--- src/rtl/sw_debounce_pkg.sv ---
`default_nettype none
// ============================================================================
// Module : sw_debounce_pkg
// Shared constants for the switch debouncer: timing defaults and FSM encoding.
// Rev    : 1.0
// ============================================================================
package sw_debounce_pkg;

  localparam int DEFAULT_DEBOUNCE_CYCLES = 1000000;
  localparam int SIM_DEBOUNCE_CYCLES     = 8;
  localparam int SYNC_STAGES             = 2;

  localparam logic [0:0] ST_STABLE  = 1'b0;
  localparam logic [0:0] ST_PENDING = 1'b1;

endpackage
`default_nettype wire

--- src/rtl/debounce_ch.sv ---
`default_nettype none
// ============================================================================
// Module : debounce_ch
// One switch channel: synchroniser, stable-time counter, edge pulses, toggle.
// Rev    : 1.0
// ============================================================================
module debounce_ch
  import sw_debounce_pkg::*;
#(
  parameter int DEBOUNCE_CYCLES = DEFAULT_DEBOUNCE_CYCLES,
  parameter int CNT_W           = 32
) (
  input  logic clk,
  input  logic reset_n,
  input  logic i_sw,
  output logic o_level,
  output logic o_rise,
  output logic o_fall,
  output logic o_toggle
);

  localparam logic [CNT_W-1:0] c_TERMINAL = CNT_W'(DEBOUNCE_CYCLES - 1);

  logic [SYNC_STAGES-1:0] r_sync;
  logic [0:0]             r_state;
  logic [CNT_W-1:0]       r_cnt;
  logic                   r_level;
  logic                   r_rise;
  logic                   r_fall;
  logic                   r_toggle;

  logic                   w_sync_out;
  logic                   w_mismatch;
  logic [CNT_W-1:0]       w_cnt_cur;
  logic                   w_done;

  assign w_sync_out = r_sync[SYNC_STAGES-1];
  assign w_mismatch = w_sync_out ^ r_level;
  // A fresh mismatch out of STABLE always counts from zero.
  assign w_cnt_cur  = (r_state == ST_PENDING) ? r_cnt : '0;
  assign w_done     = w_mismatch && (w_cnt_cur == c_TERMINAL);

  always_ff @(posedge clk) begin
    if (reset_n) begin
      r_sync   <= '0;
      r_state  <= ST_STABLE;
      r_cnt    <= '0;
      r_level  <= 1'b0;
      r_rise   <= 1'b0;
      r_fall   <= 1'b0;
      r_toggle <= 1'b0;
    end else begin
      r_sync <= {r_sync[SYNC_STAGES-2:0], i_sw};
      r_rise <= 1'b0;
      r_fall <= 1'b0;
      if (!w_mismatch) begin
        r_state <= ST_STABLE;
        r_cnt   <= '0;
      end else if (w_done) begin
        r_state  <= ST_STABLE;
        r_cnt    <= '0;
        r_level  <= ~r_level;
        r_rise   <= ~r_level;
        r_fall   <= r_level;
        r_toggle <= r_toggle ^ ~r_level;
      end else begin
        r_state <= ST_PENDING;
        r_cnt   <= w_cnt_cur + CNT_W'(1);
      end
    end
  end

  assign o_level  = r_level;
  assign o_rise   = r_rise;
  assign o_fall   = r_fall;
  assign o_toggle = r_toggle;

endmodule
`default_nettype wire

--- src/rtl/sw_debounce.sv ---
`default_nettype none
// ============================================================================
// Module : sw_debounce
// NUM_CH independent debounced switch channels with edge pulses and toggles.
// Rev    : 1.0
// ============================================================================
module sw_debounce
  import sw_debounce_pkg::*;
#(
  parameter int NUM_CH          = 4,
  parameter int DEBOUNCE_CYCLES = DEFAULT_DEBOUNCE_CYCLES,
  parameter int CNT_W           = 32
) (
  input  logic              clk,
  input  logic              reset_n,
  input  logic [NUM_CH-1:0] i_sw,
  output logic [NUM_CH-1:0] o_level,
  output logic [NUM_CH-1:0] o_rise,
  output logic [NUM_CH-1:0] o_fall,
  output logic [NUM_CH-1:0] o_toggle
);

  for (genvar g = 0; g < NUM_CH; g++) begin : g_ch
    debounce_ch #(
      .DEBOUNCE_CYCLES (DEBOUNCE_CYCLES),
      .CNT_W           (CNT_W)
    ) u_ch (
      .clk      (clk),
      .reset_n  (reset_n),
      .i_sw     (i_sw[g]),
      .o_level  (o_level[g]),
      .o_rise   (o_rise[g]),
      .o_fall   (o_fall[g]),
      .o_toggle (o_toggle[g])
    );
  end

endmodule
`default_nettype wire

--- config.mk ---
export PLATFORM = sky130hd
export DESIGN_NAME = sw_debounce
export DESIGN_NICKNAME = d
export VERILOG_FILES = /design/src/rtl/sw_debounce_pkg.sv /design/src/rtl/debounce_ch.sv /design/src/rtl/sw_debounce.sv
export SDC_FILE = /design/constraint.sdc
export NUM_CORES = 1
export LEC_CHECK = 0
export BUFFER_PORTS_ARGS = -buffer_cell sky130_fd_sc_hd__buf_4
export CAP_MARGIN = 10
export CORE_MARGIN = 5
export CORE_UTILIZATION = 55
export DETAILED_ROUTE_END_ITERATION = 6
export PLACE_DENSITY = 0.77
export REMOVE_ABC_BUFFERS = 1
export SLEW_MARGIN = 10
export SYNTH_ARGS = -nofsm -noshare
export SYNTH_HDL_FRONTEND = slang
export SYNTH_SLANG_ARGS = --single-unit
--- constraint.sdc ---
create_clock -name clk -period 3 [get_ports clk]
set_clock_uncertainty 0.2 [all_clocks]
set_input_delay 0.15 -clock clk [delete_from_list [all_inputs] [get_ports clk]]
set_output_delay 0.15 -clock clk [all_outputs]
set_load 0.02 [all_outputs]
# [Yosys cells after proc, flatten, opt, wreduce, memory -nomap -nowiden]
# Index checks and enable logic that the tools add are counted.
[word_totals] ff_bits=156 out_inout_bits=16 wordCells=84
[classes] mux=8 n_reduce_logical=20 n_eq_ne=4 bitwise=20 add_sub_neg=4
[ops] op="adder 32 x 1 -> 32 bit, second input constant" count=4
[ops] op="== test 32 x 20 -> 1 bit, second input constant" count=4
[ops] op="2-to-1 mux 32 bit" count=4
[ops] op="OR reduction 3 bit" count=8
[ops] op="inverter 1 bit" count=12
[ops] op="AND reduction 2 bit" count=4
[ops] op="OR reduction 2 bit" count=4
[ops] op="XOR 1 bit" count=8
[ops] op="logical AND 1 bit" count=4
[ops] op="2-to-1 mux 1 bit" count=4

# [Depth between registers and ports, before layout]
# Gate-level depths: netlist of the first run.
[logic_depth] depth_word=5 mapped_depth=12 ltp_nobuf=7

# [Hierarchy]
# From an unflattened synthesis of the first run, not the netlist that was laid out.
[unflattened] cells_unflattened=853 area_unflattened_um2=7330.8
[modules_own_cells] mod="debounce_ch at g_ch[0].u_ch ..." area_each_um2=1838.0 seq_area_each_um2=780.7 cells_per_inst=214 instances=3
[modules_own_cells] mod="debounce_ch at g_ch[3].u_ch" area_each_um2=1816.7 seq_area_each_um2=780.7 cells_per_inst=211 instances=1

# [Worst setup path after synthesis of the first run]
# No wires, ideal clock.
[synth_timing] path_type="register -> register" from="reg g_ch[0].u_ch.r_state" to="reg g_ch[0].u_ch.r_cnt[28]" period_less_slack_ns=3.049 path_slack_ns=-0.049 arrival_time_ns=2.734 setup_ns=0.115 stages_incl_launch_ff=13 path_cell_list="dfxtp_1 > buf_2 > buf_1 > clkbuf_1 > and2_1 > ha_1 > nand3_1 > or3_1 > or3_1 > buf_2 > nand2_2 > buf_4 > nor2_1"
[synth_between] elab_chain_len=4
[synth_lines] item="start, declared" line_no="debounce_ch.sv:25" rtl="logic [0:0] r_state;"
[synth_lines] item="start signal, assigned" line_no="debounce_ch.sv:46" rtl="r_state <= ST_STABLE;"
[synth_lines] item="start signal, assigned" line_no="debounce_ch.sv:57" rtl="r_state <= ST_STABLE;"
[synth_lines] item="start signal, assigned" line_no="debounce_ch.sv:60" rtl="r_state <= ST_STABLE;"
[synth_lines] item="2-to-1 mux 32 bit *" line_no="debounce_ch.sv:40" rtl="assign w_cnt_cur = (r_state == ST_PENDING) ? r_cnt : '0;"
[synth_lines] item="parallel branches: the longest is 3 deep, another holds adder 32 x 1 -> 32 bit"
[synth_lines] item="end signal, assigned" line_no="debounce_ch.sv:68" rtl="r_cnt <= w_cnt_cur + CNT_W'(1);"
[synth_lines] item="end, declared" line_no="debounce_ch.sv:26" rtl="logic [CNT_W-1:0] r_cnt;"
# Mark *: on every way between the ends.
# A chain may end at the register's enable or synchronous reset.

# [Final worst setup path of the first run]
[layout_timing] from="reg g_ch[2].u_ch.r_state" to="reg g_ch[2].u_ch.r_cnt[14]"
[layout_between] elab_chain_len=4
[layout_lines] item="start, declared" line_no="debounce_ch.sv:25"
[layout_lines] item="start signal, assigned" line_no="debounce_ch.sv:46"
[layout_lines] item="start signal, assigned" line_no="debounce_ch.sv:57"
[layout_lines] item="start signal, assigned" line_no="debounce_ch.sv:60"
[layout_lines] item="2-to-1 mux 32 bit *" line_no="debounce_ch.sv:40"
[layout_lines] item="parallel branches: the longest is 3 deep, another holds adder 32 x 1 -> 32 bit"
[layout_lines] item="end signal, assigned" line_no="debounce_ch.sv:68"
[layout_lines] item="end, declared" line_no="debounce_ch.sv:26"
# Marked as above.

==> results of run 1 <==
[worst max-delay path: stages, from the launching register on]
cell                      delay, ns
sky130_fd_sc_hd__dfxtp_1       0.42
sky130_fd_sc_hd__and2_1        0.18
sky130_fd_sc_hd__ha_1          0.20
sky130_fd_sc_hd__nand3_2       0.11
sky130_fd_sc_hd__or2_1         0.27
sky130_fd_sc_hd__or4_1         0.69
sky130_fd_sc_hd__nand2_1       0.41
sky130_fd_sc_hd__nor2_1        0.09
[repair_timing]
| action | 4_1_cts | 5_1_grt |
|---|---|---|
| hold buffers | 9 | 0 |
| endpoints found under the setup margin | 0 | 0 |
| hold endpoints to repair | 19 | 0 |
[metrics by stage]
stage / hold WS (ns) / cell area [um2] / power, mW
6_report: 0.235 / 8060 / 4.22
4_1_cts: 0.236 / 8060 / 4.26
5_1_grt: 0.266 / 8060 / 4.35
3_5_place_dp: 0.168 / 7390 / 2.17
2_1_floorplan: 0.0191 / 6900 / 2.15
3_3_place_gp: 0.161 / 7390 / 2.17
[cell type report]
class                      instances  area share, %
clock inverter                    10           1.48
inverter                          11          0.513
clock buffer                      20           5.67
sequential                       156           38.8
tap                              172           2.67
timing repair buffer              46           4.57
multi-input combinational        629           46.3
[cell usage after synthesis, drive strengths merged, types with 3 or more instances]
| library cell | number |
|---|---|
| ha | 4 |
| nor2 | 127 |
| o211ai | 4 |
| mux2i | 3 |
| dfxtp | 156 |
| nor4 | 23 |
| o21ai | 16 |
| nand2 | 82 |
| a211o | 4 |
| o31ai | 3 |
| nand3 | 62 |
| buf | 34 |
| clkbuf | 9 |
| nor2b | 12 |
| and4 | 6 |
| nor3 | 20 |
| nor4b | 4 |
| inv | 11 |
| xor2 | 60 |
| a21oi | 29 |
| and2 | 15 |
| or3 | 18 |
| a31o | 3 |
| nand4 | 54 |
| nand2b | 7 |
| or4 | 7 |
| xnor2 | 40 |
| and3 | 22 |
[sequential cells by signal, summed over array words and instances (netlist names)]
register            cells
g_ch.u_ch.o_level       4
g_ch.u_ch.o_toggle      4
g_ch.u_ch.r_cnt       128
g_ch.u_ch.r_sync        8
g_ch.u_ch.o_rise        4
g_ch.u_ch.r_state       4
g_ch.u_ch.o_fall        4
[cells by family (layout without fill, tap and decap cells)]
| kind of cell | after synthesis | count (layout) | share of synthesized area (%) |
|---|---|---|---|
| compound gates | 59 | 59 | 4.75 |
| xor+xnor | 100 | 100 | 12.3 |
| fa+ha+maj | 4 | 4 | 0.701 |
| buf+inv | 54 | 87 | 3.99 |
| flops | 156 | 156 | 43.7 |
| mux | 3 | 3 | 0.420 |
| simple gates | 463 | 463 | 34.1 |
[final timing paths]
| kind | cells after the start | startpoint | slack, ns | to |
|---|---|---|---|---|
| hold / removal | 1 | g_ch[0].u_ch.r_sync[0] | 0.23 | g_ch[0].u_ch.r_sync[1] |
| hold reg to reg | 1 | g_ch[0].u_ch.r_sync[0] | 0.23 | g_ch[0].u_ch.r_sync[1] |
| setup reg to reg | 7 | g_ch[2].u_ch.r_state | 0.30 | g_ch[2].u_ch.r_cnt[14] |
| setup / recovery | 7 | g_ch[2].u_ch.r_state | 0.30 | g_ch[2].u_ch.r_cnt[14] |
[cell usage in the layout, fill, tap and decap left out, drive strengths merged, types with 11 or more instances in the layout]
cell      n
xnor2    40
and2     15
nand2    82
a21oi    29
buf      37
nor3     20
o21ai    16
xor2     60
inv      11
dfxtp   156
nor4     23
nand4    54
nor2    127
clkbuf   20
nor2b    12
nand3    62
or3      18
and3     22
[power by group through the flow]
| stage | registers [mW] | logic [mW] | clock network, mW |
|---|---|---|---|
| finish | 2.08 | 0.0485 | 2.09 |
| global route | 2.08 | 0.0535 | 2.21 |
| CTS | 2.08 | 0.0474 | 2.12 |
| detailed placement | 2.13 | 0.0382 | 0 |
| global placement | 2.13 | 0.0377 | 0 |
| floorplan | 2.13 | 0.0139 | 0 |
[layer usage]
metal  share of wire (%)  global-route usage, %
met5                   0                      0
met4                 1.5                   6.16
met3                 4.4                   5.68
met2                  48                   33.7
met1                  46                   25.9
==> impl_metrics.toml, run 1 <==
[place]
placed_cells_incl_taps = 1005
post-dp-hpwl_um = 9380
portBuffers = 21
routability_congestion_estimate_from_global_placement = 0.826
dp_worst_setup_slack_ns = 0.305

[synthesis]
most_area_consuming_cells_after_synthesis = "sky130_fd_sc_hd__dfxtp_1 (44%), sky130_fd_sc_hd__xor2_1 (7.4%), sky130_fd_sc_hd__nor2_1 (6.7%), sky130_fd_sc_hd__xnor2_1 (4.9%), sky130_fd_sc_hd__nand4_1 (4.6%)"
synthDistinctLibCells = 39
synth_edf_count = 0
yosysWarnings = 0
fraction_of_synthesis_flops_using_an_asynchronous_set_or_reset_pin_pct = 0
synth-seq-area-share_pct = 43.7
synth.ff_latch_count = 156
synth_area_leader_cell = "sky130_fd_sc_hd__dfxtp_1"
synthCells = 839
post_synth_instance_area_um2 = 7140
synthesized_area_per_cell_um2 = 8.51
synthFlopType = "sky130_fd_sc_hd__dfxtp_1"
netlist.area_leader.share_pct = 43.7

[power]
p_sw_share_pct = 20.5
power_per_cell_area_nw_per_um2 = 524
share_comb_of_total_power_pct = 1.1
total_switching_power_uw = 865
clkPwrFrac_pct = 49.5
pwr-share-seq_pct = 49.4
internal_power_mw = 3.36
leakagePower_nw = 2.66
peak_vdd_ir_mv = 0.694

[layout]
num_antenna_cells = 0
fillers = 1095
final_core_util_pct = 63.6
layout-area-overhead-vs-synth_pct = 12.8
instances_no_fill = 1044
layout.area.seq_um2 = 3120
design.final.nets = 871
multi_input_area_um2 = 3730
layout-drive-gt1-share_pct = 9.98

[worst_setup_path]
cp_data_arrival_time_ns = 2.80
crit_path_start_kind = "flop"
timing_worst_setup_path_type = "reg2reg"
crit_path_end_kind = "flop"
timing.critical_path.required_ns = 3.09
path_max_fanout = 13

[clocking]
post-cts-setup-buffer-count = 0
clock_buffers_created_by_tritoncts = 17
clkSinkCount = 156
cts_tree = "done"
clock_tree.root_cell = "sky130_fd_sc_hd__clkbuf_16"
clock_buffer_depth = 2
clk_pin_slew_worst_paths_ns = 0.06
cts.repair.resized = 0
worstSkewPairLatency_ns = 0.42
htree_num_levels = 4

[timing]
fin_tns_setup_ns = 0
setup_ws_ns = 0.295
slew_headroom_pct = 60.5
final-hold-violation-count = 0
report.final.setup_viol = 0
finalWorstPathRequiredPeriod_ns = 2.70
clock.fmax_mhz = 370
worst_margin_pin_slew_ns = 0.588
final_min_period_over_clock_period_pct = 90.2
final_count_of_pins_violating_max_slew = 0
grt_setup_unrepaired = "false"

[outcome]
run_status = "finished clean"

[floorplanning]
die_w_um = 124
die_y_um = 124
floorplan.rows = 41
core-area_um2 = 12700
ios = 22
design.die.area_um2 = 15400
start_util_pct = 56.4

[global_route]
grt_usage_pct = 20.3
globalRoute.totalOverflow = 0
first_global_vias = 5511
maximum_number_of_pins_on_one_net_before_global_route_repair = 28
grt_first_pass_wirelength_um = 25000
number_of_antenna_violations_at_the_first_check_in_global_routing = 0

[route]
drt_first_pass_iters = 5
ant_nets = 0
drt-total-wl_um = 14500
viasPerCell = 5.55
via_count = 5791
drt_drc_violations_left = 0
routed_wire_length_per_instance_um = 13.9
drtIter0Drc = 355

[job]
maxCapViolCount = 0

[min_path]
tightest_hold_check_type = "reg2reg"
No activity file was read; power rests on OpenSTA's default activity.
==> run 2, diff against run 1 <==
--- a/config.mk
+++ b/config.mk
@@ -5,13 +5,16 @@
 export SDC_FILE = /design/constraint.sdc
 export NUM_CORES = 1
 export LEC_CHECK = 0
-export BUFFER_PORTS_ARGS = -buffer_cell sky130_fd_sc_hd__buf_4
+export BUFFER_PORTS_ARGS = -buffer_cell sky130_fd_sc_hd__buf_2
 export CAP_MARGIN = 10
+export CELL_PAD_IN_SITES_DETAIL_PLACEMENT = 1
+export CELL_PAD_IN_SITES_GLOBAL_PLACEMENT = 1
 export CORE_MARGIN = 5
-export CORE_UTILIZATION = 55
+export CORE_UTILIZATION = 43
 export DETAILED_ROUTE_END_ITERATION = 6
-export PLACE_DENSITY = 0.77
+export PLACE_DENSITY = 0.78
 export REMOVE_ABC_BUFFERS = 1
+export SKIP_CTS_REPAIR_TIMING = 1
 export SLEW_MARGIN = 10
 export SYNTH_ARGS = -nofsm -noshare
 export SYNTH_HDL_FRONTEND = slang
==> run 2 against run 1 <==
  * Setup slack better by 0.074 ns
  * Sequential share of layout area down 0.22 points
  * Total power up 2.7%
  * Via count up 1.3%
  * Largest power group unchanged
  * Register-to-register slack better by 0.07 ns
==> impl_metrics.toml, run 2 (synthesized netlist as in run 1, its figures left out) <==
[power]
power_per_cell_area_nw_per_um2 = 535
peak_vdd_ir_mv = 0.416
pwr-share-seq_pct = 48.1
share_comb_of_total_power_pct = 1.1
total_switching_power_uw = 850
p_sw_share_pct = 19.6
clkPwrFrac_pct = 50.8
leakagePower_nw = 2.68
internal_power_mw = 3.49

[clocking]
clock_buffers_created_by_tritoncts = 17
cts_tree = "done"
htree_num_levels = 4
clock_tree.root_cell = "sky130_fd_sc_hd__clkbuf_16"
worstSkewPairLatency_ns = 0.42
clock_buffer_depth = 2
clkSinkCount = 156
clk_pin_slew_worst_paths_ns = 0.06

[global_route]
number_of_antenna_violations_at_the_first_check_in_global_routing = 0
first_global_vias = 6057
globalRoute.totalOverflow = 0
grt_usage_pct = 17.5
grt_first_pass_wirelength_um = 28500
maximum_number_of_pins_on_one_net_before_global_route_repair = 26

[job]
maxCapViolCount = 0

[worst_setup_path]
timing_worst_setup_path_type = "reg2reg"
worstReg2RegStart = "g_ch[0].u_ch.r_state"
setup_slack_reg_to_reg_ns = 0.37
critical_path.top_delay_family = "simple AND/OR/NAND/NOR gates"
crit_path_start_kind = "flop"
critical-path-slowest-cell = "sky130_fd_sc_hd__or3_1"
timing.critical_path.mode_cell = "sky130_fd_sc_hd__or3_1"
worst_r2r_path_depth = 7
cp_data_arrival_time_ns = 2.72
timing.critical_path.required_ns = 3.09
critical_path_buf_inv_count = 0
critical_path.startpoint = "g_ch[0].u_ch.r_state"
crit_path_end_kind = "flop"
timing.rr.end = "g_ch[0].u_ch.r_cnt[13]"
cpPeakStageDelay_ns = 0.50
path_max_fanout = 18
cp.depth = 7
cp_cell_sequence = "and2_1 > ha_1 > nand3_1 > or3_1 > or3_1 > nand2_2 > nor2_1"

[route]
drt_drc_violations_left = 0
ant_nets = 0
viasPerCell = 5.36
routed_wire_length_per_instance_um = 15.1
drt_first_pass_iters = 4
wirelength_met1_um = 7860
drt-total-wl_um = 16500
drtIter0Drc = 256
via_count = 5867
met3_length_um = 417
wl_met2_um = 8020
top_layer_used = "met4"

[place]
post-dp-hpwl_um = 11200
dp_worst_setup_slack_ns = 0.362
portBuffers = 21
routability_congestion_estimate_from_global_placement = 0.801

[timing]
final_count_of_pins_violating_max_slew = 0
setup_ws_ns = 0.370
finalWorstPathRequiredPeriod_ns = 2.63
clock.fmax_mhz = 380
fin_tns_setup_ns = 0
worst_hold_slack_ns = 0.241
final_min_period_over_clock_period_pct = 87.7
grt_setup_unrepaired = "false"
slew_headroom_pct = 58.0
report.final.setup_viol = 0
worst_margin_pin_slew_ns = 0.625
final-hold-violation-count = 0

[min_path]
worst_hold_path.endpoint = "g_ch[0].u_ch.r_sync[1]"
hold_path.startpoint = "g_ch[0].u_ch.r_sync[0]"
tightest_hold_check_type = "reg2reg"
hold_path_stages = 1

[layout]
final_common_cell = "sky130_fd_sc_hd__dfxtp_1"
layout_top_registers = "g_ch.u_ch.r_cnt (128), g_ch.u_ch.r_sync (8)"
design.final.nets = 873
layout-drive-gt1-share_pct = 10.1
layout-area-overhead-vs-synth_pct = 13.5
regMostFlops = "g_ch.u_ch.r_cnt"
largest_register_ffs = 128
fillers = 1984
layout.area.seq_um2 = 3120
num_antenna_cells = 0
top_library_cells_by_usage_in_the_layout_fill_and_taps_aside = "sky130_fd_sc_hd__dfxtp_1 (156), sky130_fd_sc_hd__nor2_1 (127), sky130_fd_sc_hd__nand2_1 (81)"
multi_input_area_um2 = 3730

[floorplanning]
ios = 22
die_w_um = 139
design.die.area_um2 = 19300
start_util_pct = 43.4
die_y_um = 139
floorplan.rows = 47
core-area_um2 = 16500

[outcome]
run_status = "finished clean"
## run 2: cell types whose count changed in the layout (fill, tap and decap cells not counted)
| cell | before | now |
|---|---|---|
| sky130_fd_sc_hd__bufinv_16 | 2 | 3 |
| sky130_fd_sc_hd__clkinvlp_4 | 3 | 2 |
| sky130_fd_sc_hd__buf_2 | 0 | 21 |
| sky130_fd_sc_hd__clkbuf_1 | 1 | 3 |
| sky130_fd_sc_hd__buf_4 | 37 | 19 |
| sky130_fd_sc_hd__clkinv_2 | 2 | 1 |
| sky130_fd_sc_hd__clkinv_4 | 3 | 0 |
| sky130_fd_sc_hd__clkbuf_8 | 2 | 4 |
| sky130_fd_sc_hd__dlygate4sd3_1 | 9 | 8 |
## run 2: worst max-delay path by stage
| stage | endpoint | slack [ns] |
|---|---|---|
| floorplan | g_ch[0].u_ch.r_cnt[12] | 0.24 |
| global placement | g_ch[2].u_ch.r_cnt[5] | 0.42 |
| detailed placement | g_ch[2].u_ch.r_cnt[18] | 0.36 |
| CTS | g_ch[2].u_ch.r_cnt[30] | 0.33 |
| global route | g_ch[2].u_ch.r_cnt[30] | 0.18 |
| finish | g_ch[0].u_ch.r_cnt[13] | 0.37 |
## run 2: stage by stage
step	power, mW	instances	utilization (%)	cell area (um2)
floorplan	2.15	796	-	6900
global placement	2.17	1056	45.1	7420
detailed placement	2.17	1056	45.1	7420
CTS	4.37	1086	48.7	8020
global route	4.48	1094	49.2	8100
finish	4.34	1094	49.2	8100
## run 2: layout make-up
class	count	area share (%)
multi-input cells	629	46.1
flip-flops and latches	156	38.5
clock buffers	24	6.07
repair buffers	48	4.05
well taps	220	3.40
clock inverters	6	1.36
inverters	11	0.510
## run 2: routing by layer
| layer | vias up | GRT usage [%] |
|---|---|---|
| met4 | 0 | 4.84 |
| met2 | 65 | 29.9 |
| li1 | 2938 | - |
| met1 | 2845 | 22.3 |
| met5 | - | 0 |
| met3 | 19 | 3.79 |
## run 2: power by group through the flow
stage	Combinational, mW	Clock [mW]	Sequential (mW)
2_1_floorplan	0.0139	0	2.13
3_3_place_gp	0.0413	0	2.13
3_5_place_dp	0.0418	0	2.13
4_1_cts	0.0419	2.25	2.08
5_1_grt	0.0540	2.34	2.08
6_report	0.0490	2.20	2.08
==> run 3, diff against run 2 <==
--- a/config.mk
+++ b/config.mk
@@ -10,9 +10,9 @@
 export CELL_PAD_IN_SITES_DETAIL_PLACEMENT = 1
 export CELL_PAD_IN_SITES_GLOBAL_PLACEMENT = 1
 export CORE_MARGIN = 5
-export CORE_UTILIZATION = 43
+export CORE_UTILIZATION = 47
 export DETAILED_ROUTE_END_ITERATION = 6
-export PLACE_DENSITY = 0.78
+export PLACE_DENSITY = 0.81
 export REMOVE_ABC_BUFFERS = 1
 export SKIP_CTS_REPAIR_TIMING = 1
 export SLEW_MARGIN = 10
==> constraint.sdc (replaced) <==
create_clock -name clk -period 2.5 [get_ports clk]
set_clock_uncertainty 0.2 [all_clocks]
set_input_delay 0.125 -clock clk [delete_from_list [all_inputs] [get_ports clk]]
set_output_delay 0.125 -clock clk [all_outputs]
set_load 0.02 [all_outputs]
==> run 3 against run 2 <==
  * Utilization up 5.7 points
  * Via count up 5.4%
  * Setup slack worse by 0.31 ns
  * Die area down 7.9%
  * Final area up 1.8%
  * Critical path depth unchanged
  * Hold slack worse by 0.0079 ns
  * Clock-buffer cell count unchanged
  * Register-to-register slack worse by 0.31 ns
  * Final cell count down 1.3%
  * Combinational power up 35%
  * Critical path type unchanged
==> impl_metrics.toml, run 3 (synthesized netlist as in run 1, its figures left out) <==
[floorplanning]
design.die.area_um2 = 17800
die_w_um = 133
core-area_um2 = 15000
die_y_um = 133
floorplan.rows = 45
start_util_pct = 47.5
ios = 22

[power]
p_sw_share_pct = 20.4
peak_vdd_ir_mv = 0.502
leakagePower_nw = 2.77
internal_power_mw = 4.09
power_per_cell_area_nw_per_um2 = 622
pwr-share-seq_pct = 48.7
clkPwrFrac_pct = 50.0
share_comb_of_total_power_pct = 1.3
total_switching_power_mw = 1.05

[worst_setup_path]
crit_path_end_kind = "flop"
timing_worst_setup_path_type = "reg2reg"
cpPeakStageDelay_ns = 0.55
path_max_fanout = 5
timing.critical_path.required_ns = 2.64
cp_cell_sequence = "and2_4 > ha_2 > and3_1 > nand4_1 > or4_4 > or3_1 > a21oi_1"
critical-path-slowest-cell = "sky130_fd_sc_hd__or4_4"
cp_data_arrival_time_ns = 2.58
critical_path.top_delay_family = "simple AND/OR/NAND/NOR gates"
crit_path_start_kind = "flop"
critical_path_buf_inv_count = 0

[timing]
slew_headroom_pct = 65.1
clock.fmax_mhz = 410
final_count_of_pins_violating_max_slew = 0
grt_setup_unrepaired = "true"
fin_tns_setup_ns = 0
final_min_period_over_clock_period_pct = 97.7
worst_margin_pin_slew_ns = 0.519
final-hold-violation-count = 0
report.final.setup_viol = 0
finalWorstPathRequiredPeriod_ns = 2.44

[global_route]
grt_usage_pct = 20.8
maximum_number_of_pins_on_one_net_before_global_route_repair = 26
first_global_vias = 6561
number_of_antenna_violations_at_the_first_check_in_global_routing = 0
globalRoute.totalOverflow = 0
grt_first_pass_wirelength_um = 30800

[layout]
largest_register_ffs = 128
fillers = 1770
layout_top_registers = "g_ch.u_ch.r_cnt (128), g_ch.u_ch.r_sync (8)"
top_library_cells_by_usage_in_the_layout_fill_and_taps_aside = "sky130_fd_sc_hd__dfxtp_1 (153), sky130_fd_sc_hd__nor2_1 (127), sky130_fd_sc_hd__nand2_1 (81)"
num_antenna_cells = 0
final_common_cell = "sky130_fd_sc_hd__dfxtp_1"
layout-area-overhead-vs-synth_pct = 15.5
layout-drive-gt1-share_pct = 13.3
design.final.nets = 890
stdcell_area_um2 = 8250
regMostFlops = "g_ch.u_ch.r_cnt"
instances_no_fill = 1080

[route]
ant_nets = 0
routed_wire_length_per_instance_um = 17.5
drt_first_pass_iters = 5
drt-total-wl_um = 18900
drtIter0Drc = 312
viasPerCell = 5.73
via_count = 6184
drt_drc_violations_left = 0

[place]
routability_congestion_estimate_from_global_placement = 0.845
portBuffers = 21
post-dp-hpwl_um = 12500
placed_area_um2 = 7510
placed_cells_incl_taps = 1039

[clocking]
clock_tree.root_cell = "sky130_fd_sc_hd__clkbuf_16"
clock_buffers_created_by_tritoncts = 17
cts_tree = "done"
htree_num_levels = 4
clk_pin_slew_worst_paths_ns = 0.07
worstSkewPairLatency_ns = 0.43
clkSinkCount = 156
clock_buffer_depth = 2

[job]
maxCapViolCount = 0

[outcome]
run_status = "finished clean"

[min_path]
tightest_hold_check_type = "reg2reg"
## run 3: cell types whose count changed in the layout (fill, tap and decap cells not counted), sizes merged
cell | previous run | this run
dlygate4sd3 | 8 | 9
buf | 40 | 56
clkinvlp | 2 | 1
clkinv | 1 | 4
bufinv | 3 | 2
## run 3: routing by layer
metal  GRT usage, %  share of wire (%)  up-vias
met1           24.1                 42     3038
met5              0                  0        -
met4           6.34                1.8        0
li1               -                  -     2973
met2           37.7                 53      135
met3           5.36                3.6       38
## run 3: worst paths after layout
path / startpoint / slack [ns] / depth (start not counted) / to
max: g_ch[3].u_ch.r_state / 0.06 / 7 / g_ch[3].u_ch.o_toggle
min: g_ch[3].u_ch.r_sync[0] / 0.23 / 1 / g_ch[3].u_ch.r_sync[1]
max reg2reg: g_ch[3].u_ch.r_state / 0.06 / 7 / g_ch[3].u_ch.o_toggle
min reg2reg: g_ch[3].u_ch.r_sync[0] / 0.23 / 1 / g_ch[3].u_ch.r_sync[1]
## run 3: layout make-up
type | instances | area (um2) | area share [%]
multi-input combinational | 629 | 3790 | 46.0
sequential | 156 | 3130 | 37.9
timing repair buffer | 65 | 474 | 5.75
tap | 188 | 235 | 2.85
inverter | 11 | 41.3 | 0.500
clock buffer | 24 | 492 | 5.96
clock inverter | 7 | 87.6 | 1.06
## run 3: power groups by stage
stage                     Clock (mW)  Sequential, mW  Combinational, mW
after CTS                       2.60            2.50             0.0518
after global placement             0            2.56             0.0491
final                           2.57            2.50             0.0661
after floorplan                    0            2.56             0.0167
after detailed placement           0            2.56             0.0516
after global routing            2.73            2.50             0.0718
## run 3: through the flow
stage | util (%) | setup WS [ns] | power [mW] | hold WS (ns)
final | 54.9 | 0.0585 | 5.13 | 0.233
after global routing | 54.9 | -0.0172 | 5.30 | 0.261
after CTS | 53.8 | -0.0964 | 5.15 | -0.299
after detailed placement | 49.9 | -0.0461 | 2.61 | 0.142
after global placement | 49.9 | 0.0867 | 2.60 | 0.131
after floorplan | - | -0.257 | 2.58 | -0.00593
